===== src/rtl/sram_arbiter.sv =====
// sram_arbiter: time-shares one SRAM controller between pixel writer (A) and pixel reader (B).
// Define SRAM_ARB_TIMEOUT_EN to enable the drain watchdog.
module sram_arbiter #(
    parameter int unsigned QUANTUM        = 64,
    parameter int unsigned CNT_W          = 8,
    parameter int unsigned TIMEOUT_CYCLES = 1024
) (
    input  logic clk,
    input  logic reset_n,
    input  logic req_a,
    input  logic req_b,
    input  logic sram_start,
    input  logic sram_ready,
    output logic select,
    output logic grant_a,
    output logic grant_b,
    output logic busy,
    output logic err_timeout
);
    typedef enum logic [1:0] {IDLE, OWN_A, OWN_B, DRAIN} state_t;
    state_t           state_q, state_d;
    logic             select_q, select_d;
    logic             grant_a_q, grant_b_q;
    logic             busy_q, busy_d;
    logic             pre_b_q, pre_b_d;
    logic [CNT_W-1:0] cnt_q, cnt_d, cnt_sat;
    logic             own_req, oth_req, preempt, to_fire;
    assign cnt_sat = &cnt_q ? cnt_q : cnt_q + CNT_W'(sram_start);
    assign own_req = state_q == OWN_A ? req_a : req_b;
    assign oth_req = state_q == OWN_A ? req_b : req_a;
    assign preempt = QUANTUM != 0 && 32'(cnt_sat) >= QUANTUM && oth_req;
`ifdef SRAM_ARB_TIMEOUT_EN
    localparam int TO_W = $clog2(TIMEOUT_CYCLES + 1);
    logic [TO_W-1:0] dc_q, dc_d;
    logic            err_q;
    assign dc_d    = state_q != DRAIN ? '0 : busy_q ? dc_q + TO_W'(1) : dc_q;
    assign to_fire = state_q == DRAIN && busy_q && 32'(dc_q) == TIMEOUT_CYCLES - 1;
    always_ff @(posedge clk) begin
        if (!reset_n) begin
            dc_q  <= '0;
            err_q <= 1'b0;
        end else begin
            dc_q  <= dc_d;
            err_q <= err_q | to_fire;
        end
    end
    assign err_timeout = err_q;
`else
    assign to_fire     = 1'b0;
    assign err_timeout = 1'b0 && TIMEOUT_CYCLES != 0;
`endif
    always_comb begin
        state_d  = state_q;
        select_d = select_q;
        pre_b_d  = pre_b_q;
        cnt_d    = cnt_q;
        busy_d   = sram_start ? 1'b1 : sram_ready ? 1'b0 : busy_q;
        unique case (state_q)
            IDLE: begin
                // a preempted reader yields the next arbitration to a waiting writer
                if (req_b && !(pre_b_q && req_a)) begin
                    state_d  = OWN_B;
                    select_d = 1'b1;
                end else if (req_a) begin
                    state_d  = OWN_A;
                    select_d = 1'b0;
                end
                if (state_d != IDLE) begin
                    pre_b_d = 1'b0;
                    cnt_d   = '0;
                end
            end
            OWN_A, OWN_B: begin
                cnt_d = cnt_sat;
                if (!own_req || preempt) state_d = DRAIN;
                if (state_q == OWN_B && own_req && preempt) pre_b_d = 1'b1;
            end
            default: begin
                if (to_fire) begin
                    state_d = IDLE;
                    busy_d  = 1'b0;
                end else if (!busy_q && !sram_start) begin
                    state_d = IDLE;
                end
            end
        endcase
    end
    always_ff @(posedge clk) begin
        if (!reset_n) begin
            state_q   <= IDLE;
            select_q  <= 1'b0;
            grant_a_q <= 1'b0;
            grant_b_q <= 1'b0;
            busy_q    <= 1'b0;
            pre_b_q   <= 1'b0;
            cnt_q     <= '0;
        end else begin
            state_q   <= state_d;
            select_q  <= select_d;
            grant_a_q <= state_d == OWN_A;
            grant_b_q <= state_d == OWN_B;
            busy_q    <= busy_d;
            pre_b_q   <= pre_b_d;
            cnt_q     <= cnt_d;
        end
    end
    assign select  = select_q;
    assign grant_a = grant_a_q;
    assign grant_b = grant_b_q;
    assign busy    = busy_q;
endmodule


===== config.mk =====
export PLATFORM = sky130hd
export DESIGN_NAME = sram_arbiter
export DESIGN_NICKNAME = d
export VERILOG_FILES = /design/src/rtl/sram_arbiter.sv
export SDC_FILE = /design/constraint.sdc
export NUM_CORES = 1
export LEC_CHECK = 0
export ABC_CLOCK_PERIOD_IN_PS = 2300
export CORE_MARGIN = 2
export CORE_UTILIZATION = 54
export DETAILED_ROUTE_END_ITERATION = 8
export PLACE_DENSITY_LB_ADDON = 0.05
export SETUP_SLACK_MARGIN = 0.1
export SYNTH_ARGS = -nofsm -noshare
export SYNTH_HDL_FRONTEND = slang
export SYNTH_SLANG_ARGS = --single-unit

===== constraint.sdc =====
create_clock -name clk -period 2.3 [get_ports clk]
set_input_delay 0.23 -clock clk [delete_from_list [all_inputs] [get_ports clk]]
set_output_delay 0.23 -clock clk [all_outputs]
set_load 0.03 [all_outputs]

Word-level counts from Yosys, hierarchy flattened

Index checks and enable logic that the tools add are counted.

Eq/ne operators: 6
Magnitude comparators: 1
Multiplexer cells: 18
Reduce and logical (&&, ||, !) cells: 21
Add/sub/neg operators: 1

Operators by type and width:

| kind                 | number |
|---|---|
| $mux W8              | 2 |
| $pmux W8 S2          | 1 |
| $mux W2              | 5 |
| $add A8 B1 Y8        | 1 |
| $ge A8 B7 Y1 const B | 1 |
| $mux W1              | 8 |
| $reduce_and A8 Y1    | 1 |
| $reduce_bool A2 Y1   | 4 |
| $logic_and A1 B1 Y1  | 6 |
| $eq A2 B1 Y1 const B | 2 |
| $eq A2 B2 Y1 const B | 2 |
| $logic_not A1 Y1     | 4 |
| $ne A2 B2 Y1 const B | 2 |
| $pmux W2 S2          | 1 |
| $reduce_and A2 Y1    | 2 |
| $reduce_and A3 Y1    | 1 |
| $logic_not A2 Y1     | 1 |
| $pmux W1 S2          | 1 |
| $reduce_or A2 Y1     | 1 |
| $logic_or A1 B1 Y1   | 1 |

Logic and storage cells: 54
Register bits: 15
Input port bits: 6

Logic depth before layout (Yosys ltp)

Depth in word-level cells: 8
Gate-level depth with buffers: 7
Gate-level depth less buffers: 7

Worst setup path before layout

OpenSTA, ideal clock, no wires.

Path kind: register to register
Start: reg cnt_q[0]
End: reg pre_b_q
Arrival time: 1620 ps
Setup slack: 561 ps
Data required time: 2181 ps
Cell stages (with the launch flop): 7
Period minus slack after synthesis: 1739 ps
Setup time: 119 ps
Cell sequence: dfxtp_1 ha_1 and3_1 mux2_1 o22ai_1 nor3_1 o221a_1

Cells in the longest elaborated chain, start to end: 7
Elaborated cells on any way between the ends: 8
Those cells by class: 1 x add/sub; 1 x order compare; 1 x eq/ne; 1 x mux; 4 x reduce/logical

RTL lines:

| item                                               | RTL line | source |
|---|---|---|
| start: declaration                                 | 26       | `logic [CNT_W-1:0] cnt_q, cnt_d, cnt_sat;` |
| start signal: assignment                           | 104      | `cnt_q <= cnt_d;` |
| $add A8 B1 Y8 or $reduce_and A8 Y1 (tied branches) | 28       | `assign cnt_sat = &cnt_q ? cnt_q : cnt_q + CNT_W'(sram_start);` |
| $mux W8 (*)                                        | 28       |  |
| $ge A8 B7 Y1 (*)                                   | 31       | `assign preempt = QUANTUM != 0 && 32'(cnt_sat) >= QUANTUM && oth_req;` |
| $logic_and A1 B1 Y1 (*)                            | 31       |  |
| $logic_and A1 B1 Y1 (*)                            | 76       | `if (state_q == OWN_B && own_req && preempt) pre_b_d = 1'b1;` |
| $ne A2 B2 Y1 (no line) (*)                         | --       |  |
| $reduce_and A3 Y1 (no line) (*)                    | --       |  |
| end signal: assignment                             | 103      | `pre_b_q <= pre_b_d;` |
| end: declaration                                   | 25       | `logic pre_b_q, pre_b_d;` |

Every way passes the cells marked *; elsewhere a longest branch is shown, timed or not.
A chain may end at the register's enable or synchronous reset.

Final worst setup path

Start: reg cnt_q[0]
End: reg grant_b_q (netlist: grant_b)

Cells in the longest elaborated chain, start to end: 8
Elaborated cells on any way between the ends: 9
Those cells by class: 1 x add/sub; 1 x order compare; 1 x eq/ne; 3 x mux; 3 x reduce/logical

RTL lines:

| item                                               | RTL line | source |
|---|---|---|
| $add A8 B1 Y8 or $reduce_and A8 Y1 (tied branches) | 28       |  |
| $mux W8 (*)                                        | 28       |  |
| $ge A8 B7 Y1 (*)                                   | 31       |  |
| $logic_and A1 B1 Y1 (*)                            | 31       |  |
| $logic_or A1 B1 Y1 (*)                             | 75       | `if (!own_req \|\| preempt) state_d = DRAIN;` |
| $mux W2 (*)                                        | 75       |  |
| $pmux W2 S2 (*)                                    | 58       | `unique case (state_q)` |
| $eq A2 B2 Y1 (*)                                   | 101      | `grant_b_q <= state_d == OWN_B;` |
| end signal: assignment                             | 93       | `grant_b_q <= 1'b0;` |
| end signal: assignment                             | 101      |  |
| end: declaration                                   | 23       | `logic grant_a_q, grant_b_q;` |

Marks and branches as above.

==> flow_summary.toml <==
[logic_synthesis]
synthFlopType = "dfxtp_1"
synth.area.top_cells = "dfxtp_1, ha_1, a21boi_1"
synth_cell_types = 42
synth_enable_flop_cells = 0
synth_top_area_frac = 0.3053
avgSynthCellArea_um2 = 8.061
synth-async-reset-ratio = 0
postSynthCellCount = 122
syn_nets = 134
synth_area_um2 = 983.4
ys_warn_count = 0
ys_ff_latch = 15
seq_area_frac_synth = 0.3053
yosysTopAreaCell = "dfxtp_1"

[timing]
hold_violations = 0
period_minus_slack_ns = 1.900
slew_viol_final = 0
fin_ws_ns = 0.3997
setup_tns_ns = 0
period_share = 0.8262
tightest_slew_ns = 0.4970
clock_skew_ns = 0.01119
rsz0062_at_grt = "false"
slew_headroom = 0.6675
fmax_ghz = 0.5262
setup_viol = 0

[clocking]
clkTransAtPathRegs_ns = 0.10
clock-sinks = 15
cts_resized = 0
hold_buffers = 0
worstSkewPairLatency_ns = 0.29
cts_buffers = 3
cts_tree = "done"
root_buffer = "clkbuf_4"
clk_path_buf_depth = 2
cts_setup_buffers = 0
htreeDepth = 1

[cells_and_area]
area_delta_synth_final_pct = 16.54
final_util = 0.6638
fin_nets = 149
multi_input_area_um2 = 648.1
final_layout_size_suffix_gt1_frac = 0.1029
num-fill-cells = 153
diodes = 0
layout.cells.non_filler = 161
seq_area_um2 = 300.3

[drt]
wire_per_inst_um = 12.93
drc = 0
drt-vias-per-instance = 5.609
drt_iter0_markers = 24
via_count = 903
drtAntennaViolNets = 0
drt-total-wl_um = 2081
drt-pass1-iter-count = 4

[min_path]
hp-class = "reg -> reg"

[global_routing]
antenna_found_initial = 0
grt_max_degree = 13
grt_pass1_vias = 811
grt_util_all_layers = 0.2287
grt-ovfl-total = 0
grt_pass1_wl_um = 3491

[worst_setup_path]
crit_path_end_kind = "register"
arrival_ns = 2.11
cp_max_fo = 5
required_ns = 2.51
rrSetupSlack_ns = 0.40
critPathKind = "reg -> reg"
cp-start-kind = "register"

[placed_design]
gp_congestion = 0.8830
hpwl_um = 1514
pre_cts_ws_ns = 0.1595
port_buffers = 9
dp_cells = 157

[outcome]
outcome = "completed"

[die]
floorplan.die.width_um = 46.68
die_area_um2 = 2179
start_util = 0.5696
dieHeight_um = 46.68
core-area_um2 = 1727
num_rows = 15
ios = 11

[flow_run]
maxCapViolations = 0

[power_and_ir_drop]
total_power_mw = 1.129
pwr_density_cell_nw_per_um2 = 985.0
leakage_nw = 0.4527
irDropWorstVdd_mv = 0.7047
-- worst max-delay path, cell delays in order, from the launching register on --
cell     delay, ns
dfxtp_1       0.42
ha_1          0.22
and3_1        0.20
mux2_1        0.32
o22ai_1       0.26
a211o_1       0.21
nor3b_1       0.18
-- where the power goes --
group / switching, mW / internal [mW] / total (mW)
clock: 0.0906 / 0.0647 / 0.155
sequential: 0.0444 / 0.299 / 0.344
combinational: 0.378 / 0.252 / 0.630
total: 0.513 / 0.616 / 1.13
-- final timing paths --
| check | startpoint | endpoint | depth (start not counted) |
|---|---|---|---|
| setup / recovery | cnt_q[0] | grant_b | 6 |
| hold / removal | cnt_q[5] | cnt_q[5] | 2 |
| setup reg to reg | cnt_q[0] | grant_b | 6 |
| hold reg to reg | cnt_q[5] | cnt_q[5] | 2 |
-- synthesized netlist by cell type, drive strengths merged, types with 3 or more instances --
library cell / count
dfxtp: 15
nand3: 3
nand2: 8
and2: 3
a21boi: 8
and3: 3
nor3b: 3
o21ai: 16
nor2: 11
a21oi: 5
ha: 6
nor3: 3
inv: 5
nor2b: 5
-- metal layers --
metal  vias to the layer above  global-route usage  part of all wire
li1                        472                   -                 -
met5                         -                   0                 0
met2                        16              0.3333              0.44
met3                         4             0.04706             0.026
met4                         0             0.08333             0.013
met1                       411              0.3294              0.52
-- registers in the layout (all words and copies together) (netlist names) --
name,count
cnt_q,8
state_q,2
busy,1
grant_a,1
grant_b,1
pre_b_q,1
select,1
-- cell type report --
class	instances	share of cell area
well taps	25	0.02729
clock buffers	3	0.01965
multi-input cells	99	0.5655
flip-flops and latches	15	0.2620
clock inverters	1	0.004367
inverters	5	0.01638
repair buffers	13	0.1048
-- through the flow --
stage	cell area [um2]	hold WS, ns
3_5_place_dp	1119	0.4884
2_1_floorplan	983.4	0.3538
5_1_grt	1146	0.5574
3_3_place_gp	1119	0.4888
4_1_cts	1146	0.5072
6_report	1146	0.5103
-- layout by cell type (no fill, tap or decap), types with 3 or more instances in the layout --
| cell | Yosys | routed |
|---|---|---|
| nand2_1 | 8 | 8 |
| o21ai_0 | 8 | 8 |
| a21oi_1 | 4 | 4 |
| and3_1 | 3 | 3 |
| nor2b_1 | 5 | 5 |
| ha_1 | 6 | 6 |
| dfxtp_1 | 15 | 15 |
| inv_1 | 5 | 5 |
| clkdlybuf4s50_1 | 0 | 9 |
| nor3b_1 | 3 | 3 |
| a21boi_1 | 7 | 7 |
| nand3_1 | 3 | 3 |
| clkbuf_4 | 0 | 3 |
| o21ai_1 | 7 | 7 |
| buf_4 | 1 | 4 |
| nor3_1 | 3 | 3 |
| nor2_1 | 11 | 11 |
-- cells by family after synthesis --
| group | after synthesis | share of synthesized area |
|---|---|---|
| simple gates | 47 | 0.2519 |
| compound gates | 44 | 0.3155 |
| other cells | 1 | 0.003813 |
| fa+ha+maj | 6 | 0.07633 |
| flops | 15 | 0.3053 |
| buf+inv | 8 | 0.03562 |
| mux | 1 | 0.01145 |
Power figures use the tool's default switching activity.
==> RTL change: new RTL, same flow settings <==
Change the parameter `CNT_W` from 8 to 10.
--- a/src/rtl/sram_arbiter.sv
+++ b/src/rtl/sram_arbiter.sv
@@ -2,7 +2,7 @@
 // Define SRAM_ARB_TIMEOUT_EN to enable the drain watchdog.
 module sram_arbiter #(
     parameter int unsigned QUANTUM        = 64,
-    parameter int unsigned CNT_W          = 8,
+    parameter int unsigned CNT_W          = 10,
     parameter int unsigned TIMEOUT_CYCLES = 1024
 ) (
     input  logic clk,
Function: no difference found for any inputs over 10 cycles, from zero or initial values and one cycle with reset_n low; that may be too few to reach the edited logic, so the function may still have changed.
==> RTL change against the unedited design <==
Design area rose by 20%. Critical path type unchanged. Highest routed layer unchanged. Clock power increased by 8%. Worst hold slack got worse by 180 ps. Total power down 20%. Synthesized area up 9.3%. Routed wire length is 38% higher. Global-route usage increased by 2.1 points. Combinational power is 36% lower. Setup slack lost 270 ps. Sequential cell count rose by 2. Die area increased by 8.5%. Critical path depth is 2 higher.
==> RTL change: results (changes against the unedited design) <==
run_status:
  status: "completed"  # unchanged
layout:
  fin_nets: 170  # was 149
  layout-drive-gt1-share_pct: 21.7  # was 10.3%
  biggestRegsByFlops: "cnt_q: 10 flops, state_q: 2 flops"  # was cnt_q: 8 flops, state_q: 2 flops
synthesis:
  syn_nets: 148  # was 134
  synthTopCellsByArea: "dfxtp_1, ha_1, nand2_1, nor2_1, a21oi_1"  # was dfxtp_1, ha_1, a21boi_1, nor2_1, o21ai_0
  ys_types: 39  # was 42
global_route:
  grt_pass1_vias: 1038  # was 811
  met3_usage_pct: 4.94  # was 4.71%
  grt_max_degree: 15  # was 13
  use_met1_pct: 38.3  # was 32.9%
  grt_pass1_wl_um: 4790  # was 3490 µm
  grt_use_total_pct: 25.0  # was 22.9%
drt:
  num_vias: 1148  # was 903
  routed_wl_um: 2870  # was 2080 µm
timing:
  clock_skew_ps: 4.08  # was 11.2 ps
power_and_ir_drop:
  leakagePower_nw: 0.484  # was 0.453 nW
  peakVddDrop_mv: 0.538  # was 0.705 mV
  internal-power_mw: 0.540  # was 0.616 mW
placed_design:
  place_hpwl_um: 1870  # was 1510 µm
  gp_routability_congestion: 0.846  # was 0.883
  place_area_mm2: 0.00126  # was 0.00112 mm²
  dp_slack_ps: -298  # was 159 ps
hold_path:
  hold_end: "busy"  # was cnt_q[5]
  hp-class: "primary input to flip-flop"  # was flip-flop to flip-flop
  whs_path_depth: 4  # was 2
worst_setup_path:
  cp_data_arrival_time_ps: 2360  # was 2110 ps
  ff2ff_setup_slack_ps: 130  # was 400 ps
-- RTL change: metal layers --
layer,vias to the layer above,wire length [µm],share of wire (%)
met3,6,196,6.8
met1,534,1280,45
met4,0,33,1.1
met2,51,1370,47
met5,-,0,0
li1,557,-,-
-- RTL change: what timing repair did --
item	CTS	global route
buffers inserted	1	1
resized for setup	2	13
endpoints found under the setup margin	3	3
pin swaps	2	5
gates cloned	0	0
-- RTL change: power by group through the flow --
stage	clock network, mW	registers [mW]	logic [mW]
after floorplan	0	0.359	0.232
after global placement	0	0.334	0.371
after detailed placement	0	0.336	0.375
after CTS	0.165	0.330	0.377
after global routing	0.180	0.333	0.451
final	0.167	0.331	0.404
-- RTL change: logic make-up after synthesis --
kind of cell / count (synthesis) / share of synthesized area [%]
simple gates: 57 / 27.9
fa+ha+maj: 6 / 6.98
compound gates: 44 / 28.9
buf+inv: 11 / 4.19
other cells: 1 / 0.349
flops: 17 / 31.7
-- RTL change: worst max-delay path by stage --
stage	from	endpoint	slack, ps	depth (start not counted)
3_3_place_gp	sram_start	grant_a	-190	9
4_1_cts	sram_start	grant_b	70	10
6_report	cnt_q[0]	grant_a	130	8
3_5_place_dp	sram_start	grant_a	-300	9
5_1_grt	cnt_q[0]	grant_a	60	8
2_1_floorplan	cnt_q[0]	grant_b	210	8
-- RTL change: area by class of cell --
cell class                 instances  area, µm²  share of cell area (%)
tap                               27       33.8                    2.46
inverter                           6       22.5                    1.64
multi-input combinational        108        758                    55.2
clock buffer                       4       26.3                    1.91
sequential                        17        343                    25.0
timing repair buffer              22        190                    13.8
-- RTL change: worst max-delay path, stage by stage (launching register included) --
cell	delay, ps
dfxtp_2	400
ha_2	220
ha_4	150
and3_4	200
a311oi_2	100
o32ai_2	430
nor4_2	100
buf_4	170
o31a_1	290
-- RTL change: per-stage QoR --
step | util (%) | instances | total power [mW] | hold WS [ps]
6_report | 71.5 | 184 | 0.902 | 334
5_1_grt | 71.5 | 184 | 0.964 | 382
4_1_cts | 67.6 | 183 | 0.872 | 515
3_5_place_dp | 65.5 | 178 | 0.711 | 499
3_3_place_gp | 65.5 | 178 | 0.705 | 467
2_1_floorplan | - | 136 | 0.591 | 344
